## src/rtl/sipo_ctrl_pkg.sv

```systemverilog
// Shared types for the serial-in / parallel-out frame controller: element
// layout (X flag plus Y field), the two-lane element, and the FSM states.
package sipo_ctrl_pkg;

    // Y field width that the element typedefs below are laid out for.
    localparam int SIPO_YW = 5;

    // One lane of an input element.
    typedef struct packed {
        logic               x;
        logic [SIPO_YW-1:0] y;
    } sipo_elem_t;

    // One two-lane input element; lane 0 sits in the low half.
    typedef struct packed {
        sipo_elem_t lane1;
        sipo_elem_t lane0;
    } sipo_pair_t;

    // Frame controller states: collecting elements, or presenting a frame.
    typedef enum logic {
        FILL = 1'b0,
        FULL = 1'b1
    } sipo_state_t;

endpackage

```

## src/rtl/sipo_shift_en.sv

```systemverilog
// DEPTH-stage, two-lane shift register. Slot 0 always holds the newest
// element; a shift with clear_tail loads slot 0 and zeroes every older slot
// so a fresh frame never shows stale data in its unused slots.
module sipo_shift_en #(
    parameter int DEPTH = 5,
    parameter int YW    = 5
) (
    input  logic                    clk,
    input  logic                    rst,
    input  logic                    shift_en,
    input  logic                    clear_tail,
    input  logic [1:0]              in_x,
    input  logic [2*YW-1:0]         in_y,
    output logic [DEPTH*2-1:0]      slot_x,
    output logic [DEPTH*2*YW-1:0]   slot_y
);

    localparam int XW    = DEPTH * 2;
    localparam int YBW   = DEPTH * 2 * YW;
    localparam int TAILX = XW - 2;
    localparam int TAILY = YBW - 2 * YW;

    logic [XW-1:0]  x_r;
    logic [YBW-1:0] y_r;

    // Slot storage: clear on reset, otherwise shift one slot per accept.
    always_ff @(posedge clk) begin
        if (rst) begin
            x_r <= '0;
            y_r <= '0;
        end else if (shift_en) begin
            if (clear_tail) begin
                x_r <= {{TAILX{1'b0}}, in_x};
                y_r <= {{TAILY{1'b0}}, in_y};
            end else begin
                x_r <= {x_r[TAILX-1:0], in_x};
                y_r <= {y_r[TAILY-1:0], in_y};
            end
        end
    end

    assign slot_x = x_r;
    assign slot_y = y_r;

endmodule

```

## src/rtl/sipo_frame_ctrl.sv

```systemverilog
// Frame controller: collects two-lane elements into a DEPTH-slot frame and
// presents it with a valid/ready handshake. While a frame is presented the
// input is ready only when the frame is being consumed in the same cycle, so
// a consumer that is always ready sees back-to-back frames with no bubble.
module sipo_frame_ctrl
    import sipo_ctrl_pkg::*;
#(
    parameter int DEPTH = 5,
    parameter int YW    = 5
) (
    input  logic                          CLK,
    input  logic                          RESET,
    input  logic                          I_0_X,
    input  logic [YW-1:0]                 I_0_Y,
    input  logic                          I_1_X,
    input  logic [YW-1:0]                 I_1_Y,
    input  logic                          I_VALID,
    output logic                          I_READY,
    input  logic                          FLUSH,
    output logic [DEPTH*2-1:0]            O_X,
    output logic [DEPTH*2*YW-1:0]         O_Y,
    output logic [$clog2(DEPTH+1)-1:0]    O_COUNT,
    output logic                          O_VALID,
    input  logic                          O_READY
);

    localparam int             CW      = $clog2(DEPTH + 1);
    localparam logic [CW-1:0]  DEPTH_C = CW'(DEPTH);
    localparam logic [CW-1:0]  ONE_C   = CW'(1);
    localparam logic [CW-1:0]  ZERO_C  = CW'(0);

    sipo_state_t    state_r;
    sipo_state_t    state_nxt_s;
    logic [CW-1:0]  count_r;
    logic [CW-1:0]  count_nxt_s;
    logic           ready_s;
    logic           accept_s;
    logic           shift_s;
    logic           clear_s;

    // Input readiness: always open while filling, follows the consumer
    // while a frame is presented, and closed during reset.
    always_comb begin
        ready_s = 1'b0;
        if (RESET) begin
            ready_s = 1'b0;
        end else begin
            case (state_r)
                FILL:    ready_s = 1'b1;
                FULL:    ready_s = O_READY;
                default: ready_s = 1'b0;
            endcase
        end
    end

    assign accept_s = I_VALID && ready_s;

    // Next state, next count and shift-register controls.
    always_comb begin
        state_nxt_s = state_r;
        count_nxt_s = count_r;
        shift_s     = 1'b0;
        clear_s     = 1'b0;
        case (state_r)
            FILL: begin
                if (accept_s) begin
                    shift_s     = 1'b1;
                    clear_s     = (count_r == ZERO_C);
                    count_nxt_s = count_r + ONE_C;
                    if ((count_r + ONE_C == DEPTH_C) || FLUSH) begin
                        state_nxt_s = FULL;
                    end else begin
                        state_nxt_s = FILL;
                    end
                end else if (FLUSH && (count_r != ZERO_C)) begin
                    state_nxt_s = FULL;
                end else begin
                    state_nxt_s = FILL;
                end
            end
            FULL: begin
                if (O_READY) begin
                    state_nxt_s = FILL;
                    if (accept_s) begin
                        // Refill in the drain cycle: the new element opens a
                        // fresh frame, so the older slots are cleared.
                        shift_s     = 1'b1;
                        clear_s     = 1'b1;
                        count_nxt_s = ONE_C;
                    end else begin
                        count_nxt_s = ZERO_C;
                    end
                end else begin
                    state_nxt_s = FULL;
                end
            end
            default: begin
                state_nxt_s = FILL;
                count_nxt_s = ZERO_C;
            end
        endcase
    end

    // State and count registers with synchronous reset.
    always_ff @(posedge CLK) begin
        if (RESET) begin
            state_r <= FILL;
            count_r <= ZERO_C;
        end else begin
            state_r <= state_nxt_s;
            count_r <= count_nxt_s;
        end
    end

    sipo_shift_en #(
        .DEPTH (DEPTH),
        .YW    (YW)
    ) u_shift (
        .clk        (CLK),
        .rst        (RESET),
        .shift_en   (shift_s),
        .clear_tail (clear_s),
        .in_x       ({I_1_X, I_0_X}),
        .in_y       ({I_1_Y, I_0_Y}),
        .slot_x     (O_X),
        .slot_y     (O_Y)
    );

    assign I_READY = ready_s;
    assign O_VALID = (state_r == FULL) && !RESET;
    assign O_COUNT = count_r;

endmodule
```

## config.mk

```make
export PLATFORM = sky130hd
export DESIGN_NAME = sipo_frame_ctrl
export DESIGN_NICKNAME = d
export VERILOG_FILES = /design/src/rtl/sipo_ctrl_pkg.sv /design/src/rtl/sipo_shift_en.sv /design/src/rtl/sipo_frame_ctrl.sv
export SDC_FILE = /design/constraint.sdc
export NUM_CORES = 1
export LEC_CHECK = 0
export CAP_MARGIN = 20
export CORE_MARGIN = 4
export CORE_UTILIZATION = 30
export CTS_CLUSTER_DIAMETER = 80
export DETAILED_ROUTE_END_ITERATION = 12
export PLACE_DENSITY = 0.57
export SYNTH_ARGS = -nofsm -noshare
export SYNTH_HDL_FRONTEND = slang
export SYNTH_SLANG_ARGS = --single-unit
export TNS_END_PERCENT = 50
```

## constraint.sdc

```tcl
create_clock -name CLK -period 1.4 [get_ports CLK]
set_input_delay 0.35 -clock CLK [delete_from_list [all_inputs] [get_ports CLK]]
set_output_delay 0.35 -clock CLK [all_outputs]
set_load 0.02 [all_outputs]
```

======== Word-level counts from Yosys, hierarchy flattened ========
Cells that the tools add are included.
cells by class
  add/sub/neg operators ................... 1
  eq/ne operators ......................... 3
  mux-type cells .......................... 18
  bitwise operators ....................... 1
  reduce and logical (&&, ||, !) cells .... 8
operator list
  kind                   number
  $mux W50               1
  $mux W10               1
  $mux W1                9
  $pmux W1 S2            4
  $mux W3                2
  $pmux W3 S2            1
  $ne A2 B2 Y1 const B   2
  $add A3 B1 Y3 const B  1
  $eq A3 B3 Y1 const B   1
  $logic_and A1 B1 Y1    3
  $logic_not A3 Y1       1
  $reduce_bool A3 Y1     1
  $reduce_and A2 Y1      1
  $logic_not A1 Y1       1
  $logic_or A1 B1 Y1     1
  $not A1 Y1             1
storage, ports and cells
  register bits ........................... 64
  bits of input ports ..................... 17
  output and inout port bits .............. 65
  word-level logic and storage cells ...... 35

======== Logic depth before layout (Yosys ltp) ========
Gate-level depths: netlist of run 1.
  depth after elaboration ................. 8
  mapped depth ............................ 7
  mapped depth without buffers ............ 5

======== Hierarchy ========
A second synthesis of run 1 with hierarchy kept.
unflattened totals
  cells, all modules ...................... 287
  area total of the unflattened synthesis .. 2721.4 um^2
by module, submodules not included
  module           times used  cells each  area each (um^2)  seq. area each (um^2)
  sipo_shift_en    1           253         2433.6            1201.2
  sipo_frame_ctrl  1           34          287.8             80.1

======== Worst setup path after synthesis of run 1 ========
No wires, ideal clock.
  path type ............................... reg-to-reg
  from .................................... reg count_r[0], in the netlist O_COUNT[0]
  to ...................................... reg u_shift.y_r[21], in the netlist u_shift.slot_y[21]
  library setup time ...................... 70 ps
  arrival ................................. 1440 ps
  data required time ...................... 1330 ps
  path slack .............................. -110 ps
  stages on the path, launching flop included .. 8
  path buffers ............................ 2
  period minus slack after synthesis ...... 1510 ps
  cells stage by stage .................... dfxtp_1 inv_1 ha_1 nand2b_1 buf_2 buf_2 nand3_1 a21oi_1
between the ends
  cells in the longest elaborated chain, start to end .. 4
ends and longest elaborated chain
  item                    line                    text
  start, declared         sipo_frame_ctrl.sv:34   logic [CW-1:0] count_r;
  start signal, assigned  sipo_frame_ctrl.sv:111  count_r <= count_nxt_s;
  $logic_not A3 Y1        sipo_frame_ctrl.sv:68   clear_s = (count_r == ZERO_C);
  $mux W1                 sipo_frame_ctrl.sv:66   if (accept_s) begin
  $pmux W1 S2             sipo_frame_ctrl.sv:64   case (state_r)
  $mux W50                sipo_shift_en.sv:32     if (clear_tail) begin
  end signal, assigned    sipo_shift_en.sv:34     y_r <= {{TAILY{1'b0}}, in_y};
  end signal, assigned    sipo_shift_en.sv:37     y_r <= {y_r[TAILY-1:0], in_y};
  end, declared           sipo_shift_en.sv:24     logic [YBW-1:0] y_r;
Every way passes these cells.
A chain may end at the register's enable or synchronous reset.

======== Final worst setup path of run 1 ========
  from .................................... reg state_r
  to ...................................... reg u_shift.y_r[7], in the netlist u_shift.slot_y[7]
between the ends
  cells in the longest elaborated chain, start to end .. 7
ends and longest elaborated chain
  item                    line                                          text
  start, declared         sipo_frame_ctrl.sv:32                         sipo_state_t state_r;
  start signal, assigned  sipo_frame_ctrl.sv:110                        state_r <= state_nxt_s;
  $not A1 Y1              sipo_frame_ctrl.sv:48, sipo_frame_ctrl.sv:64
  $pmux W1 S2             sipo_frame_ctrl.sv:48                         case (state_r)
  $mux W1                 sipo_frame_ctrl.sv:45                         if (RESET) begin
  $logic_and A1 B1 Y1     sipo_frame_ctrl.sv:56                         assign accept_s = I_VALID && ready_s;
  $mux W1                 sipo_frame_ctrl.sv:66, sipo_frame_ctrl.sv:84
  $mux W1                 sipo_frame_ctrl.sv:82                         if (O_READY) begin
  $pmux W1 S2 *           sipo_frame_ctrl.sv:64
Every way passes the cells marked *; elsewhere a longest branch is shown, timed or not.

==> impl_metrics.tcl, run 1 <==
set metrics [dict create \
    viasPerCell 4.97 \
    ys_seq_elements 64 \
    place.gp.congestion 0.766 \
    reg2reg_to "u_shift.slot_y[7]$_SDFFE_PP0P_" \
    period_share_pct 106 \
    slew_headroom_pct 72.3 \
    finalSetupViolations 42 \
    drt_iter0_drc 107 \
    drc_errors 0 \
    synth_most_common_cell "dfxtp_1" \
    cts_root_buffer "clkbuf_8" \
    htreeDepth 3 \
    ios 82 \
    numPortBuffers 81 \
    status "finished, violations left" \
    final_area_mm2 0.00420 \
    grt-ovfl-total 0 \
    diodes 0 \
    die_h_um 101 \
    worstPathMaxFanout 6 \
    syn_inst 291 \
    hold_violations 0 \
    violations "negative setup slack" \
    post-route-worst-setup-slack_ns -0.0879 \
    crit_arrival_ns 1.71 \
    clockBufferDepth 2 \
    die_area_mm2 0.0102 \
    synth-compound-area-share_pct 20.7 \
    timing.hold.ws_ns 0.466 \
    grt_max_degree 33 \
    startpoint "state_r$_SDFF_PP0_" \
    worstHoldStart "O_READY" \
    path_clk_slew_ns 0.07 \
    synth_edf_count 0 \
    synth_mux_area_share_pct 6.52 \
    syn-num-nets 311 \
    yosys-top-cells-count "64 x dfxtp_1, 52 x a21oi_1, 49 x o21ai_0" \
    yosysSeqAreaShare_pct 49.5 \
    ys.flop_type "dfxtp_1" \
    clk_latency_ns 0.33 \
    antenna_found_initial 0 \
    ys_warn_count 0 \
    ant_nets 0 \
    synth_xor_area_share_pct 0.338 \
    area_growth_pct 62.2 \
    fill_cells 789 \
    rsz0062_at_grt "true" \
    worst_setup_path_start_kind "flip-flop" \
    synth.largest_area_cell "dfxtp_1" \
    wire_per_inst_um 15.6 \
    whs_endpoint "state_r$_SDFF_PP0_" \
    power.density_mw_per_mm2 1020 \
    synth_cell_type_count 28 \
    synth-simple-area-share_pct 15.8 \
    core_area_mm2 0.00830 \
    netlist.area_leader.share_pct 49.5 \
    grt_usage_pct 15.4 \
    nets 419 \
    synth_top_family_by_area "compound AO/OA/AOI/OAI gates" \
    synthAdderAreaFrac_pct 1.45 \
    worst_slew_pin_slew_ns 0.416 \
    max_freq_mhz 672 \
    slew_viol_final 0 \
    whs_path_depth 3 \
    place_area_mm2 0.00366 \
    grt_pass1_vias 2455 \
    numCtsBuffers 9 \
    syn_area_mm2 0.00259 \
    cp-end-kind "flip-flop" \
    min_period_ns 1.49 \
    criticalPathCategory "reg -> reg" \
    leakage_nw 1.61 \
    cts_tree "yes" \
    skew_ns 0.00478 \
    maxCapViolations 0 \
    routed_wl_um 7930 \
    dieWidth_um 101 \
    ff2ff_path_depth 6 \
    hpwl_um 4840 \
    vdd_drop_max_uv 495 \
    cts.sinks 64 \
    crit_required_ns 1.62 \
    via_count 2532 \
    r2r_slack_ns -0.09 \
    layout-drive-gt1-share_pct 37.6 \
    r2r_start "state_r$_SDFF_PP0_" \
    synthTopCellsByArea "dfxtp_1 49%, a21oi_1 10%, o21ai_0 9.5%" \
    power.total_mw 4.28 \
    hold_path_class "in -> reg" \
    initial_core_util_pct 31.2 \
    grt_pass1_wl_um 12400 \
    synth_async_sr_flop_share_pct 0 \
    first_pass_iters 4 \
    rows 33 \
    avgSynthCellArea_um2 8.90 \
]
placed cells by master, fill, tap and decap left out, drive strengths merged:
cell,count
a21o,1
a21oi,52
a2bb2oi,1
a31oi,1
and2b,1
buf,44
bufbuf,1
bufinv,1
clkbuf,45
clkdlybuf4s15,22
clkdlybuf4s50,14
clkinv,3
dfxtp,64
dlygate4sd2,12
ha,3
inv,3
mux2,12
nand2,1
nand2b,2
nand3,48
nor2,4
nor2b,13
nor3,1
nor3b,3
nor4b,1
o21ai,49
o31a,1
xnor2,1
cell families (layout without fill, tap and decap cells):
group | count (synthesis) | in the layout
multiplexers | 12 | 12
AO/OA/AOI/OAI | 105 | 105
XOR/XNOR | 1 | 1
buffers and inverters | 32 | 145
AND/OR/NAND/NOR | 74 | 74
adder cells (fa/ha/maj) | 3 | 3
flip-flops | 64 | 64
registers in the layout, indices dropped and copies added, names as in the netlist:
signal,cells
state_r,1
u_shift.slot_x,10
u_shift.slot_y,50
O_COUNT,3
per-stage QoR:
step / cells / util (%) / setup WS, ns / TNS (ns)
finish: 509 / 50.6 / -0.0879 / -1.17
global route: 509 / 50.6 / -0.135 / -4.77
CTS: 504 / 48.4 / -0.103 / -2.38
detailed placement: 475 / 44.1 / -0.675 / -33.84
global placement: 475 / 44.1 / -0.669 / -33.10
floorplan: 291 / - / -0.0302 / -0.0302
where the power goes:
part / internal (mW) / leakage [nW] / total (mW) / switching [mW]
clock: 0.816 / 0.0941 / 1.51 / 0.696
combinational: 0.411 / 1.00 / 0.856 / 0.444
sequential: 1.87 / 0.521 / 1.91 / 0.0391
total: 3.10 / 1.61 / 4.28 / 1.18
critical path: stages (launching register included):
cell and delay [ns]:
dfxtp_4 0.35, and2b_2 0.23, buf_12 0.14, nor2_4 0.14, buf_12 0.12, buf_16 0.11, mux2_4 0.29
layout make-up:
type	instances	area (um^2)	share of cell area, %
multi-input combinational	195	1370	32.5
sequential	64	1290	30.7
clock buffer	12	135	3.22
timing repair buffer	126	1220	29.1
tap	105	131	3.13
clock inverter	4	45.0	1.07
inverter	3	11.3	0.268
layer usage:
metal	track usage, %	up-vias	wire [um]
met5	0	-	0
met3	6.51	4	641
met1	20.7	1196	3550
met4	3.37	0	38
li1	-	1251	-
met2	22.9	81	3700
what timing repair did:
action	in CTS	in global routing
cloned	4	3
endpoints found under the setup margin	112	112
hold buffers	0	0
gates resized for setup	111	122
pin swaps	2	6
setup buffers	9	3
how the worst max path moves through the flow:
stage,end,slack (ns),depth (start not counted)
5_1_grt,u_shift.slot_y[5]$_SDFFE_PP0P_,-0.13,6
3_5_place_dp,I_READY,-0.67,4
6_report,u_shift.slot_y[7]$_SDFFE_PP0P_,-0.09,6
2_1_floorplan,O_VALID,-0.03,3
4_1_cts,u_shift.slot_y[8]$_SDFFE_PP0P_,-0.10,5
3_3_place_gp,I_READY,-0.67,4
No activity file was read; power rests on OpenSTA's default activity.
==> inputs of run 2 (changes only) <==
--- a/config.mk
+++ b/config.mk
@@ -5,11 +5,10 @@
 export SDC_FILE = /design/constraint.sdc
 export NUM_CORES = 1
 export LEC_CHECK = 0
-export CAP_MARGIN = 20
 export CORE_MARGIN = 4
 export CORE_UTILIZATION = 30
-export CTS_CLUSTER_DIAMETER = 80
 export DETAILED_ROUTE_END_ITERATION = 12
+export GPL_ROUTABILITY_DRIVEN = 0
 export PLACE_DENSITY = 0.57
 export SYNTH_ARGS = -nofsm -noshare
 export SYNTH_HDL_FRONTEND = slang
==> results of run 2 <==
Same layout as run 1: the final DEF is identical, and so are final timing and power.
